### src/rtl/gravity_sensor_ctrl.sv
// SPI-style master for a 3-wire accelerometer: X frame then Y frame per sample pair,
// each frame shifts a 4-bit command out and a 12-bit two's-complement sample in.
module gravity_sensor_ctrl #(
  parameter int         CLK_DIV       = 4,
  parameter int         CS_GAP        = 8,
  parameter int         SAMPLE_PERIOD = 50000,
  parameter logic [3:0] CMD_X         = 4'h1,
  parameter logic [3:0] CMD_Y         = 4'h2
) (
  input  logic        clk1,
  input  logic        rst,
  input  logic        en,
  input  logic        data,
  output logic        cs_n,
  output logic        sclk,
  output logic        mosi,
  output logic [11:0] xvalue,
  output logic [11:0] yvalue,
  output logic        sample_valid,
  output logic        busy
);

  localparam int CNT_MAX = (CLK_DIV > CS_GAP) ? CLK_DIV : CS_GAP;
  localparam int CW      = $clog2(CNT_MAX + 1);
  localparam int PW      = $clog2(SAMPLE_PERIOD + 1);
  localparam logic [CW-1:0] DIV_LAST = CW'(CLK_DIV - 1);
  localparam logic [CW-1:0] GAP_LAST = CW'(CS_GAP - 1);
  localparam logic [PW-1:0] PER_LAST = PW'(SAMPLE_PERIOD - 1);

  typedef enum logic [2:0] {
    S_IDLE, S_SETUP, S_SHIFT, S_HOLD, S_GAP, S_DONE, S_WAIT
  } state_t;

  state_t        state_q, state_d;
  logic [CW-1:0] cnt_q, cnt_d;
  logic [3:0]    bit_q, bit_d;
  logic          hi_q, hi_d;
  logic          axis_q, axis_d;
  logic [PW-1:0] period_q, period_d;
  logic [11:0]   shift_q, shift_d;
  logic [11:0]   stage_q, stage_d;
  logic [11:0]   xvalue_q, xvalue_d;
  logic [11:0]   yvalue_q, yvalue_d;
  logic          valid_q, valid_d;
  logic          cs_n_q, cs_n_d;
  logic          sclk_q, sclk_d;
  logic          mosi_q, mosi_d;
  logic          busy_q, busy_d;
  logic [3:0]    cmd_sel;
  logic [1:0]    cmd_idx;

  always_ff @(posedge clk1) begin
    if (rst) begin
      state_q  <= S_IDLE;
      cnt_q    <= '0;
      bit_q    <= '0;
      hi_q     <= 1'b0;
      axis_q   <= 1'b0;
      period_q <= '0;
      shift_q  <= '0;
      stage_q  <= '0;
      xvalue_q <= '0;
      yvalue_q <= '0;
      valid_q  <= 1'b0;
      cs_n_q   <= 1'b1;
      sclk_q   <= 1'b1;
      mosi_q   <= 1'b0;
      busy_q   <= 1'b0;
    end else begin
      state_q  <= state_d;
      cnt_q    <= cnt_d;
      bit_q    <= bit_d;
      hi_q     <= hi_d;
      axis_q   <= axis_d;
      period_q <= period_d;
      shift_q  <= shift_d;
      stage_q  <= stage_d;
      xvalue_q <= xvalue_d;
      yvalue_q <= yvalue_d;
      valid_q  <= valid_d;
      cs_n_q   <= cs_n_d;
      sclk_q   <= sclk_d;
      mosi_q   <= mosi_d;
      busy_q   <= busy_d;
    end
  end

  always_comb begin
    state_d  = state_q;
    cnt_d    = cnt_q;
    bit_d    = bit_q;
    hi_d     = hi_q;
    axis_d   = axis_q;
    // Period counter saturates so a pair longer than the period restarts straight from DONE
    period_d = (period_q == PER_LAST) ? period_q : period_q + PW'(1);
    shift_d  = shift_q;
    stage_d  = stage_q;
    xvalue_d = xvalue_q;
    yvalue_d = yvalue_q;
    valid_d  = 1'b0;

    case (state_q)
      S_IDLE: begin
        period_d = '0;
        if (en) begin
          state_d = S_SETUP;
          axis_d  = 1'b0;
          cnt_d   = '0;
        end
      end
      S_SETUP: begin
        if (cnt_q == DIV_LAST) begin
          state_d = S_SHIFT;
          cnt_d   = '0;
          bit_d   = '0;
          hi_d    = 1'b0;
        end else begin
          cnt_d = cnt_q + CW'(1);
        end
      end
      S_SHIFT: begin
        // Capture on the first cycle of each high half; the four command bits carry no data
        if (hi_q && (cnt_q == '0) && (bit_q >= 4'd4)) shift_d = {shift_q[10:0], data};
        if (cnt_q == DIV_LAST) begin
          cnt_d = '0;
          if (!hi_q) begin
            hi_d = 1'b1;
          end else begin
            hi_d = 1'b0;
            if (bit_q == 4'd15) state_d = S_HOLD;
            else                bit_d   = bit_q + 4'd1;
          end
        end else begin
          cnt_d = cnt_q + CW'(1);
        end
      end
      S_HOLD: begin
        if (cnt_q == DIV_LAST) begin
          cnt_d = '0;
          if (!axis_q) begin
            state_d = S_GAP;
            stage_d = shift_q;
          end else begin
            state_d  = S_DONE;
            xvalue_d = stage_q;
            yvalue_d = shift_q;
            valid_d  = 1'b1;
          end
        end else begin
          cnt_d = cnt_q + CW'(1);
        end
      end
      S_GAP: begin
        if (cnt_q == GAP_LAST) begin
          state_d = S_SETUP;
          axis_d  = 1'b1;
          cnt_d   = '0;
        end else begin
          cnt_d = cnt_q + CW'(1);
        end
      end
      S_DONE, S_WAIT: begin
        if (!en) begin
          state_d = S_IDLE;
        end else if (period_q == PER_LAST) begin
          state_d  = S_SETUP;
          axis_d   = 1'b0;
          cnt_d    = '0;
          period_d = '0;
        end else begin
          state_d = S_WAIT;
        end
      end
      default: state_d = S_IDLE;
    endcase

    // Pin outputs are decoded from the next state so they line up with state_q
    cmd_sel = axis_d ? CMD_Y : CMD_X;
    cmd_idx = 2'd3 - bit_d[1:0];
    cs_n_d  = !((state_d == S_SETUP) || (state_d == S_SHIFT) || (state_d == S_HOLD));
    sclk_d  = !((state_d == S_SHIFT) && !hi_d);
    mosi_d  = ((state_d == S_SHIFT) && (bit_d < 4'd4)) ? cmd_sel[cmd_idx] : 1'b0;
    busy_d  = !((state_d == S_IDLE) || (state_d == S_WAIT));
  end

  assign cs_n         = cs_n_q;
  assign sclk         = sclk_q;
  assign mosi         = mosi_q;
  assign xvalue       = xvalue_q;
  assign yvalue       = yvalue_q;
  assign sample_valid = valid_q;
  assign busy         = busy_q;

endmodule

### config.mk
export PLATFORM = sky130hd
export DESIGN_NAME = gravity_sensor_ctrl
export DESIGN_NICKNAME = d
export VERILOG_FILES = /design/src/rtl/gravity_sensor_ctrl.sv
export SDC_FILE = /design/constraint.sdc
export NUM_CORES = 1
export LEC_CHECK = 0
export BUFFER_PORTS_ARGS = -buffer_cell sky130_fd_sc_hd__buf_4
export CAP_MARGIN = 10
export CORE_MARGIN = 2
export CORE_UTILIZATION = 59
export DETAILED_ROUTE_END_ITERATION = 8
export PLACE_DENSITY_LB_ADDON = 0.3
export SETUP_SLACK_MARGIN = 0.15
export SLEW_MARGIN = 5
export SYNTH_ARGS = -nofsm -noshare
export SYNTH_HDL_FRONTEND = slang
export SYNTH_SLANG_ARGS = --single-unit
### constraint.sdc
create_clock -name clk1 -period 2.6 [get_ports clk1]
set_clock_uncertainty 0.15 [all_clocks]
set_input_delay 0.13 -clock clk1 [delete_from_list [all_inputs] [get_ports clk1]]
set_output_delay 0.13 -clock clk1 [all_outputs]
set_load 0.02 [all_outputs]
==> flow_metrics.env, run 1 <==
export IMPL_fin_nets=452
export IMPL_cts_tree="done"
export IMPL_post_drt_wl_per_cell_um=13.9
export IMPL_synthTopCellsByArea="dfxtp_1, mux2i_1, nand2_1"
export IMPL_arrival_ps=2380
export IMPL_ir_drop_uv=404
export IMPL_h_tree_depth=3
export IMPL_pwr_density_cell_mw_per_mm2=572
export IMPL_pre_cts_ws_ps=348
export IMPL_crit_path_cell_trace="nor3b_1 > a31oi_1 > a21oi_1 > a21oi_1 > nor4_1"
export IMPL_drive_gt1_frac=0.150
export IMPL_fmax_mhz=440
export IMPL_path_clk_slew_ps=80
export IMPL_dieArea_sq_mm=0.00674
export IMPL_multi_input_area_sq_mm=0.00182
export IMPL_nFillCells=466
export IMPL_synth_area_sq_mm=0.00360
export IMPL_insertion_delay_ps=350
export IMPL_die_y_um=82.1
export IMPL_via_per_inst=5.64
export IMPL_drc=0
export IMPL_ant_nets=0
export IMPL_seqCellArea_sq_mm=0.00164
export IMPL_rsz0062_at_grt="no"
export IMPL_worst_setup_path_start_kind="register"
export IMPL_crit_type="register to register"
export IMPL_syn_avg_cell_area_sq_um=8.69
export IMPL_cp_num_buf_inv=0
export IMPL_status="finished, final reports clean"
export IMPL_row_count=28
export IMPL_path_delay_family="simple AND/OR/NAND/NOR gates"
export IMPL_grt_pass1_wl_um=12000
export IMPL_yosysSeqAreaShare=0.456
export IMPL_setup_violations=0
export IMPL_drt_wl_total_um=7230
export IMPL_area_growth_pct=14.5
export IMPL_drt_iter0_drc=153
export IMPL_stdcell_count=521
export IMPL_fin_util=0.696
export IMPL_cp_max_fo=19
export IMPL_synth_cells=414
export IMPL_end_kind="register"
export IMPL_synth_seq_cells=82
export IMPL_fin_crit_ps=2270
export IMPL_drt_first_pass_iters=4
export IMPL_core_sq_mm=0.00592
export IMPL_slowest_stage="nor3b_1"
export IMPL_ys_warn_count=0
export IMPL_setup_slack_ps=328
export IMPL_cts_sinks=82
export IMPL_tightest_slew_ps=716
export IMPL_grt_overflow_total=0
export IMPL_grt_pass1_vias=2654
export IMPL_drv_slew=0
export IMPL_port_buffers=32
export IMPL_synthTopCellsByCount="dfxtp_1, nand2_1, nor2_1"
export IMPL_synth_async_reset_ratio=0
export IMPL_num_vias=2941
export IMPL_synth_edf_count=0
export IMPL_yosysTopAreaCell="dfxtp_1"
export IMPL_syn_num_nets=424
export IMPL_hold_viol=0
export IMPL_ys_flop_type="dfxtp_1"
export IMPL_critPathRequiredTime_ps=2700
export IMPL_fin_setup_tns_ps=0
export IMPL_antenna_found_initial=0
export IMPL_dpl_hpwl_um=4790
export IMPL_synthDistinctLibCells=57
export IMPL_synth_most_common_cell="dfxtp_1"
export IMPL_pin_count=33
export IMPL_hold_path_class="input pin to register"
export IMPL_yosys_area_top_type_share=0.456
export IMPL_path_common_cell="a21oi_1"
export IMPL_cap_viol_max_count=0
export IMPL_power_leakage_nw=1.55
export IMPL_grtUsageTotal=0.230
export IMPL_cts_made_buffers=9
export IMPL_diodes=0
export IMPL_grt_max_degree=63
export IMPL_whs_ps=111
export IMPL_cts_path_max_buffers=2
export IMPL_routabilityCongestion=0.925
export IMPL_timing_slew_headroom=0.522
export IMPL_start_util=0.608
export IMPL_root_buffer="clkbuf_8"
export IMPL_fp_dieW_um=82.1
export IMPL_post_route_period_util=0.874
export IMPL_max_stage_delay_ps=670
export IMPL_dp_cells=504
## registers in the layout, summed over array words and instances (netlist names), 3 cells and up
register / count
yvalue: 12
bit_q: 4
cnt_q: 4
state_q: 3
stage_q: 12
xvalue: 12
period_q: 16
shift_q: 12
## cells in the final DEF, fill, tap and decap left out, types with 9 or more instances in the layout
cell / n
buf_4: 38
dfxtp_1: 82
clkbuf_8: 9
inv_1: 10
nand3_1: 14
a21oi_1: 36
nor2_1: 51
mux2i_1: 27
nand2_1: 59
xor2_1: 12
## layout make-up
type	instances	share of cell area
clock buffers	9	0.0301
inverters	12	0.0115
multi-input cells	297	0.441
flip-flops and latches	82	0.399
clock inverters	6	0.0219
repair buffers	40	0.0741
well taps	75	0.0228
## report_power, final
| part | switching [mW] | internal (mW) |
|---|---|---|
| Combinational | 0.0549 | 0.0284 |
| Sequential | 0.0109 | 1.26 |
| Clock | 0.462 | 0.539 |
## final timing paths
check | startpoint | to | slack (ps) | cells past startpoint
worst max-delay path | state_q[1]$_SDFF_PP0_ | mosi$_SDFF_PP0_ | 330 | 5
worst max register to register | state_q[1]$_SDFF_PP0_ | mosi$_SDFF_PP0_ | 330 | 5
worst min register to register | stage_q[11]$_SDFFE_PP0P_ | xvalue[11]$_SDFFE_PP0P_ | 300 | 2
worst min-delay path | rst | stage_q[4]$_SDFFE_PP0P_ | 110 | 2
## cells by family after synthesis
group / after synthesis / synth area share
AOI/OAI and AO/OA: 68 / 0.115
muxes: 27 / 0.0751
and+or+nand+nor: 178 / 0.245
adders and majority gates: 7 / 0.0240
buffers and inverters: 35 / 0.0431
xor gates and xnor gates: 17 / 0.0414
DFF: 82 / 0.456
## through the flow
| step | area (sq um) | total power [mW] |
|---|---|---|
| floorplan | 3600 | 1.36 |
| global placement | 3880 | 1.38 |
| detailed placement | 3880 | 1.38 |
| CTS | 4110 | 2.37 |
| global route | 4120 | 2.43 |
| finish | 4120 | 2.36 |
## metal layers
metal | wire (um) | up-vias | GRT usage
met5 | 0 | - | 0
met4 | 149 | 0 | 0.108
met2 | 3430 | 80 | 0.376
met3 | 320 | 14 | 0.0424
met1 | 3320 | 1359 | 0.296
li1 | - | 1488 | -
## what timing repair did
action	CTS	global route
resized for setup	0	2
hold buffers	2	0
hold endpoints to repair	2	0
setup endpoints to repair	0	1
buffers inserted	0	0
Power figures use the tool's default switching activity.
==> run 2: changes to the inputs <==
--- a/config.mk
+++ b/config.mk
@@ -8,7 +8,8 @@
 export BUFFER_PORTS_ARGS = -buffer_cell sky130_fd_sc_hd__buf_4
 export CAP_MARGIN = 10
 export CORE_MARGIN = 2
-export CORE_UTILIZATION = 59
+export CORE_UTILIZATION = 50
+export CTS_BUF_LIST = sky130_fd_sc_hd__clkbuf_8
 export DETAILED_ROUTE_END_ITERATION = 8
 export PLACE_DENSITY_LB_ADDON = 0.3
 export SETUP_SLACK_MARGIN = 0.15
==> run 2 against run 1 <==
First-iteration DRC count is 18% lower. Sequential power hardly changed. Clock power is 13% lower. Cell count is 4.8% higher. Combinational power is 2% higher. Worst hold slack worse by 94 ps. Maximum frequency is 1.1% higher. Power is 5.3% lower. Critical path depth is 1 higher. Critical endpoint is now period_q[0]$_SDFF_PP0_. Non-clock buffer count is 3 higher. Cell area is 0.49% higher.
==> flow_metrics.env, run 2 (synthesis gave the netlist of run 1 again) <==
export IMPL_internal_power_mw=1.68
export IMPL_grt_pass1_vias=2610
export IMPL_crit_type="register to register"
export IMPL_routabilityCongestion=0.918
export IMPL_largest_register_ffs=16
export IMPL_pre_cts_ws_ps=374
export IMPL_dpl_cell_area_sq_mm=0.00393
export IMPL_swShare=0.249
export IMPL_fin_crit_ps=2250
export IMPL_cts_setup_buffers=0
export IMPL_drive_gt1_frac=0.156
export IMPL_cts_sinks=82
export IMPL_timing_slew_headroom=0.604
export IMPL_nFillCells=619
export IMPL_end_kind="register"
export IMPL_mostFrequentLayoutCell="dfxtp_1"
export IMPL_h_tree_depth=3
export IMPL_fp_dieW_um=88.8
export IMPL_insertion_delay_ps=360
export IMPL_grtUsageTotal=0.196
export IMPL_clockPowerShare=0.392
export IMPL_hold_viol=0
export IMPL_dpl_hpwl_um=5110
export IMPL_start_util=0.524
export IMPL_fin_setup_tns_ps=0
export IMPL_combPwrFrac=0.038
export IMPL_switchingPower_mw=0.557
export IMPL_antenna_found_initial=0
export IMPL_grt_pass1_wl_um=12100
export IMPL_top_register="period_q"
export IMPL_row_count=30
export IMPL_rsz0062_at_grt="no"
export IMPL_fin_nets=455
export IMPL_drt_iter0_drc=125
export IMPL_cap_viol_max_count=0
export IMPL_critPathRequiredTime_ps=2680
export IMPL_pin_count=33
export IMPL_via_per_inst=5.42
export IMPL_setup_slack_ps=353
export IMPL_cts_path_max_buffers=2
export IMPL_tightest_slew_ps=593
export IMPL_area_growth_pct=15.0
export IMPL_status="finished, final reports clean"
export IMPL_grt_max_degree=39
export IMPL_root_buffer="clkbuf_8"
export IMPL_cp_max_fo=9
export IMPL_setup_violations=0
export IMPL_final_cell_mix="dfxtp_1, nand2_1, nor2_1"
export IMPL_dieArea_sq_mm=0.00789
export IMPL_cts_made_buffers=9
export IMPL_design_area_sq_mm=0.00414
export IMPL_diodes=0
export IMPL_die_y_um=88.8
export IMPL_drt_first_pass_iters=4
export IMPL_arrival_ps=2330
export IMPL_ant_nets=0
export IMPL_port_buffers=32
export IMPL_power_leakage_nw=1.56
export IMPL_fmax_mhz=445
export IMPL_grt_overflow_total=0
export IMPL_path_clk_slew_ps=90
export IMPL_ir_drop_uv=367
export IMPL_num_vias=2957
export IMPL_worst_setup_path_start_kind="register"
export IMPL_drc=0
export IMPL_core_sq_mm=0.00687
export IMPL_whs_ps=17.2
export IMPL_drv_slew=0
export IMPL_power_frac_seq=0.570
export IMPL_hold_path_class="input pin to register"
export IMPL_drt_wl_total_um=7410
export IMPL_post_drt_wl_per_cell_um=13.6
export IMPL_pwr_density_cell_mw_per_mm2=540
export IMPL_cts_tree="done"
export IMPL_post_route_period_util=0.864
==> run 2: cell count changes in the layout (fill, tap and decap cells not counted), sizes merged <==
| cell | change |
|---|---|
| buf | +3 |
| bufinv | -2 |
| clkbuf | +1 |
| clkinv | +1 |
| inv | +1 |
==> run 2: worst paths after layout <==
kind	from	end	slack, ps	depth (start not counted)
worst max-delay path	period_q[0]$_SDFF_PP0_	period_q[0]$_SDFF_PP0_	350	6
worst min-delay path	rst	stage_q[7]$_SDFFE_PP0P_	20	2
worst max register to register	period_q[0]$_SDFF_PP0_	period_q[0]$_SDFF_PP0_	350	6
worst min register to register	stage_q[9]$_SDFFE_PP0P_	xvalue[9]$_SDFFE_PP0P_	300	2
==> run 2: cell type report <==
cell class	instances	area, sq um	share of cell area
clock inverters	6	50.0	0.0121
clock buffers	10	138	0.0333
multi-input cells	297	1810	0.438
repair buffers	43	328	0.0792
inverters	12	47.5	0.0115
flip-flops and latches	82	1640	0.397
well taps	96	120	0.0290
==> run 2: what timing repair did <==
action | in CTS | in global routing
gates resized for setup | 0 | 1
hold buffers | 2 | 0
endpoints found under the setup margin | 0 | 1
endpoints found under the hold margin | 2 | 0
==> run 2: routing by layer <==
metal / GRT usage / part of all wire / up-vias
met4: 0.0744 / 0.018 / 0
li1: - / - / 1498
met3: 0.0578 / 0.036 / 15
met1: 0.258 / 0.47 / 1394
met5: 0 / 0 / -
met2: 0.305 / 0.47 / 50
==> run 2: critical path, cell delays in order (launching register included) <==
cell       delay [ps]
dfxtp_1           380
ha_1              180
and4bb_2          250
and4_1            390
inv_4             110
ha_1              280
a2111oi_0         380
==> run 2: per-stage QoR <==
stage,total power [mW],std cells,utilization
global route,2.32,546,0.603
floorplan,1.36,414,-
CTS,2.25,546,0.602
detailed placement,1.39,528,0.571
global placement,1.38,528,0.571
finish,2.23,546,0.603
==> run 2: power by group through the flow <==
| stage | logic [mW] | registers [mW] | clock network, mW |
|---|---|---|---|
| final | 0.0849 | 1.27 | 0.875 |
| after global routing | 0.0950 | 1.28 | 0.948 |
| after CTS | 0.0850 | 1.27 | 0.894 |
| after detailed placement | 0.0823 | 1.30 | 0 |
| after global placement | 0.0813 | 1.30 | 0 |
| after floorplan | 0.0599 | 1.30 | 0 |
==> run 3: changes to the inputs <==
--- a/config.mk
+++ b/config.mk
@@ -7,7 +7,7 @@
 export LEC_CHECK = 0
 export BUFFER_PORTS_ARGS = -buffer_cell sky130_fd_sc_hd__buf_4
 export CAP_MARGIN = 10
-export CORE_MARGIN = 2
+export CORE_MARGIN = 8
 export CORE_UTILIZATION = 50
 export CTS_BUF_LIST = sky130_fd_sc_hd__clkbuf_8
 export DETAILED_ROUTE_END_ITERATION = 8
==> run 3 against run 2 <==
Via count up 0.14%. Combinational power is 1% lower. Cell area about the same. Maximum frequency down 1.2%. Sequential power is essentially flat. Utilization fell by 1.9 points. Flip-flop and latch count is the same. Setup slack lost 27 ps. Power fell by 0.21%. Clock power shrank 0.5%. Critical path type unchanged. Highest routed layer unchanged.
==> flow_metrics.env, run 3 (synthesis gave the netlist of run 1 again) <==
export IMPL_fin_total_pwr_mw=2.23
export IMPL_dieArea_sq_mm=0.0102
export IMPL_grt_use_met2=0.255
export IMPL_min_path_cells=2
export IMPL_antenna_found_initial=0
export IMPL_timing_slew_headroom=0.562
export IMPL_fin_nets=453
export IMPL_tightest_slew_ps=655
export IMPL_crit_type="register to register"
export IMPL_top_register="period_q"
export IMPL_switchingPower_mw=0.553
export IMPL_drive_gt1_frac=0.154
export IMPL_hold_path_class="input pin to register"
export IMPL_worst_setup_path_start_kind="register"
export IMPL_combPwrFrac=0.038
export IMPL_h_tree_depth=3
export IMPL_pwr_density_cell_mw_per_mm2=538
export IMPL_grt_max_degree=63
export IMPL_swShare=0.248
export IMPL_reg2reg_to="mosi$_SDFF_PP0_"
export IMPL_drt_iter0_drc=103
export IMPL_clockPowerShare=0.391
export IMPL_rsz0062_at_grt="no"
export IMPL_whs_ps=117
export IMPL_grtUsageMet1=0.173
export IMPL_pin_count=33
export IMPL_insertion_delay_ps=360
export IMPL_fmax_mhz=440
export IMPL_cts_sinks=82
export IMPL_ant_nets=0
export IMPL_stdcell_count=547
export IMPL_drc=0
export IMPL_core_sq_mm=0.00710
export IMPL_grtUsageMet3=0.0525
export IMPL_worstReg2RegStart="state_q[1]$_SDFF_PP0_"
export IMPL_grt_pass1_wl_um=12600
export IMPL_via_per_inst=5.41
export IMPL_internal_power_mw=1.68
export IMPL_cp_max_fo=15
export IMPL_fin_setup_tns_ps=0
export IMPL_critPathRequiredTime_ps=2720
export IMPL_mostFrequentLayoutCell="dfxtp_1"
export IMPL_drt_first_pass_iters=5
export IMPL_cts_tree="done"
export IMPL_routabilityCongestion=0.909
export IMPL_reg2reg_depth=5
export IMPL_end_kind="register"
export IMPL_grt_pass1_vias=2830
export IMPL_min_from="rst"
export IMPL_final_cell_mix="dfxtp_1, nand2_1, nor2_1"
export IMPL_start_util=0.507
export IMPL_grtUsageTotal=0.154
export IMPL_setup_violations=0
export IMPL_status="finished, final reports clean"
export IMPL_fin_crit_ps=2270
export IMPL_ir_drop_uv=245
export IMPL_area_growth_pct=15.1
export IMPL_num_vias=2961
export IMPL_cts_made_buffers=9
export IMPL_grt_overflow_total=0
export IMPL_cts_path_max_buffers=2
export IMPL_hold_viol=0
export IMPL_arrival_ps=2390
export IMPL_diodes=0
export IMPL_power_frac_seq=0.572
export IMPL_nFillCells=661
export IMPL_post_route_period_util=0.875
export IMPL_path_clk_slew_ps=90
export IMPL_dp_cells=529
export IMPL_post_drt_wl_per_cell_um=13.8
export IMPL_dpl_hpwl_um=5100
export IMPL_port_buffers=32
export IMPL_cap_viol_max_count=0
export IMPL_drt_wl_total_um=7560
export IMPL_cts_setup_buffers=0
export IMPL_root_buffer="clkbuf_8"
export IMPL_largest_register_ffs=16
export IMPL_drv_slew=0
export IMPL_holdPathEnd="stage_q[1]$_SDFFE_PP0P_"
export IMPL_cp_startpoint="state_q[1]$_SDFF_PP0_"
export IMPL_dpl_cell_area_sq_mm=0.00391
export IMPL_reg2reg_slack_ps=330
export IMPL_die_y_um=101
export IMPL_design_area_sq_mm=0.00414
export IMPL_top_usage_layer="met2"
export IMPL_power_leakage_nw=1.55
export IMPL_row_count=31
export IMPL_fp_dieW_um=101
-- run 3: cell types whose count changed in the layout (fill, tap and decap cells not counted) --
| cell | change |
|---|---|
| nor4_2 | +1 |
| buf_4 | -2 |
| nor3b_2 | -1 |
| nor4_1 | -1 |
| nor3b_4 | +1 |
-- run 3: timing repair --
action | CTS | global route
setup endpoints to repair | 0 | 1
gates resized for setup | 0 | 3
hold buffers | 2 | 0
endpoints found under the hold margin | 2 | 0
-- run 3: cell type report --
cell class | instances | area, sq um | share of cell area
clock buffers | 10 | 138 | 0.0332
clock inverters | 6 | 50.0 | 0.0121
inverters | 12 | 47.5 | 0.0115
multi-input cells | 297 | 1830 | 0.441
flip-flops and latches | 82 | 1640 | 0.396
well taps | 99 | 124 | 0.0299
repair buffers | 41 | 313 | 0.0756
-- run 3: worst max-delay path by stage --
stage	slack [ps]	endpoint
floorplan	610	mosi$_SDFF_PP0_
global placement	350	cnt_q[3]$_SDFFE_PP0P_
detailed placement	330	period_q[0]$_SDFF_PP0_
CTS	300	mosi$_SDFF_PP0_
global route	150	mosi$_SDFF_PP0_
finish	330	mosi$_SDFF_PP0_
-- run 3: worst max-delay path, stage by stage (launching register included) --
cell and delay [ps]:
dfxtp_1 500, nor3b_1 640, a31oi_1 190, a21oi_1 280, a21oi_1 140, nor4_2 280
-- run 3: power groups by stage --
stage	logic (mW)	clock network [mW]	registers, mW
floorplan	0.0599	0	1.30
global placement	0.0800	0	1.30
detailed placement	0.0811	0	1.30
CTS	0.0842	0.894	1.27
global route	0.0943	0.956	1.28
finish	0.0840	0.871	1.27
-- run 3: stage by stage --
step / setup WS, ps / utilization
6_report: 326 / 0.583
5_1_grt: 154 / 0.583
4_1_cts: 302 / 0.581
3_5_place_dp: 329 / 0.551
3_3_place_gp: 348 / 0.551
2_1_floorplan: 609 / -
-- run 3: layer usage --
metal / up-vias / share of wire
met2: 56 / 0.48
met3: 17 / 0.047
li1: 1491 / -
met4: 0 / 0.021
met5: - / 0
met1: 1397 / 0.46
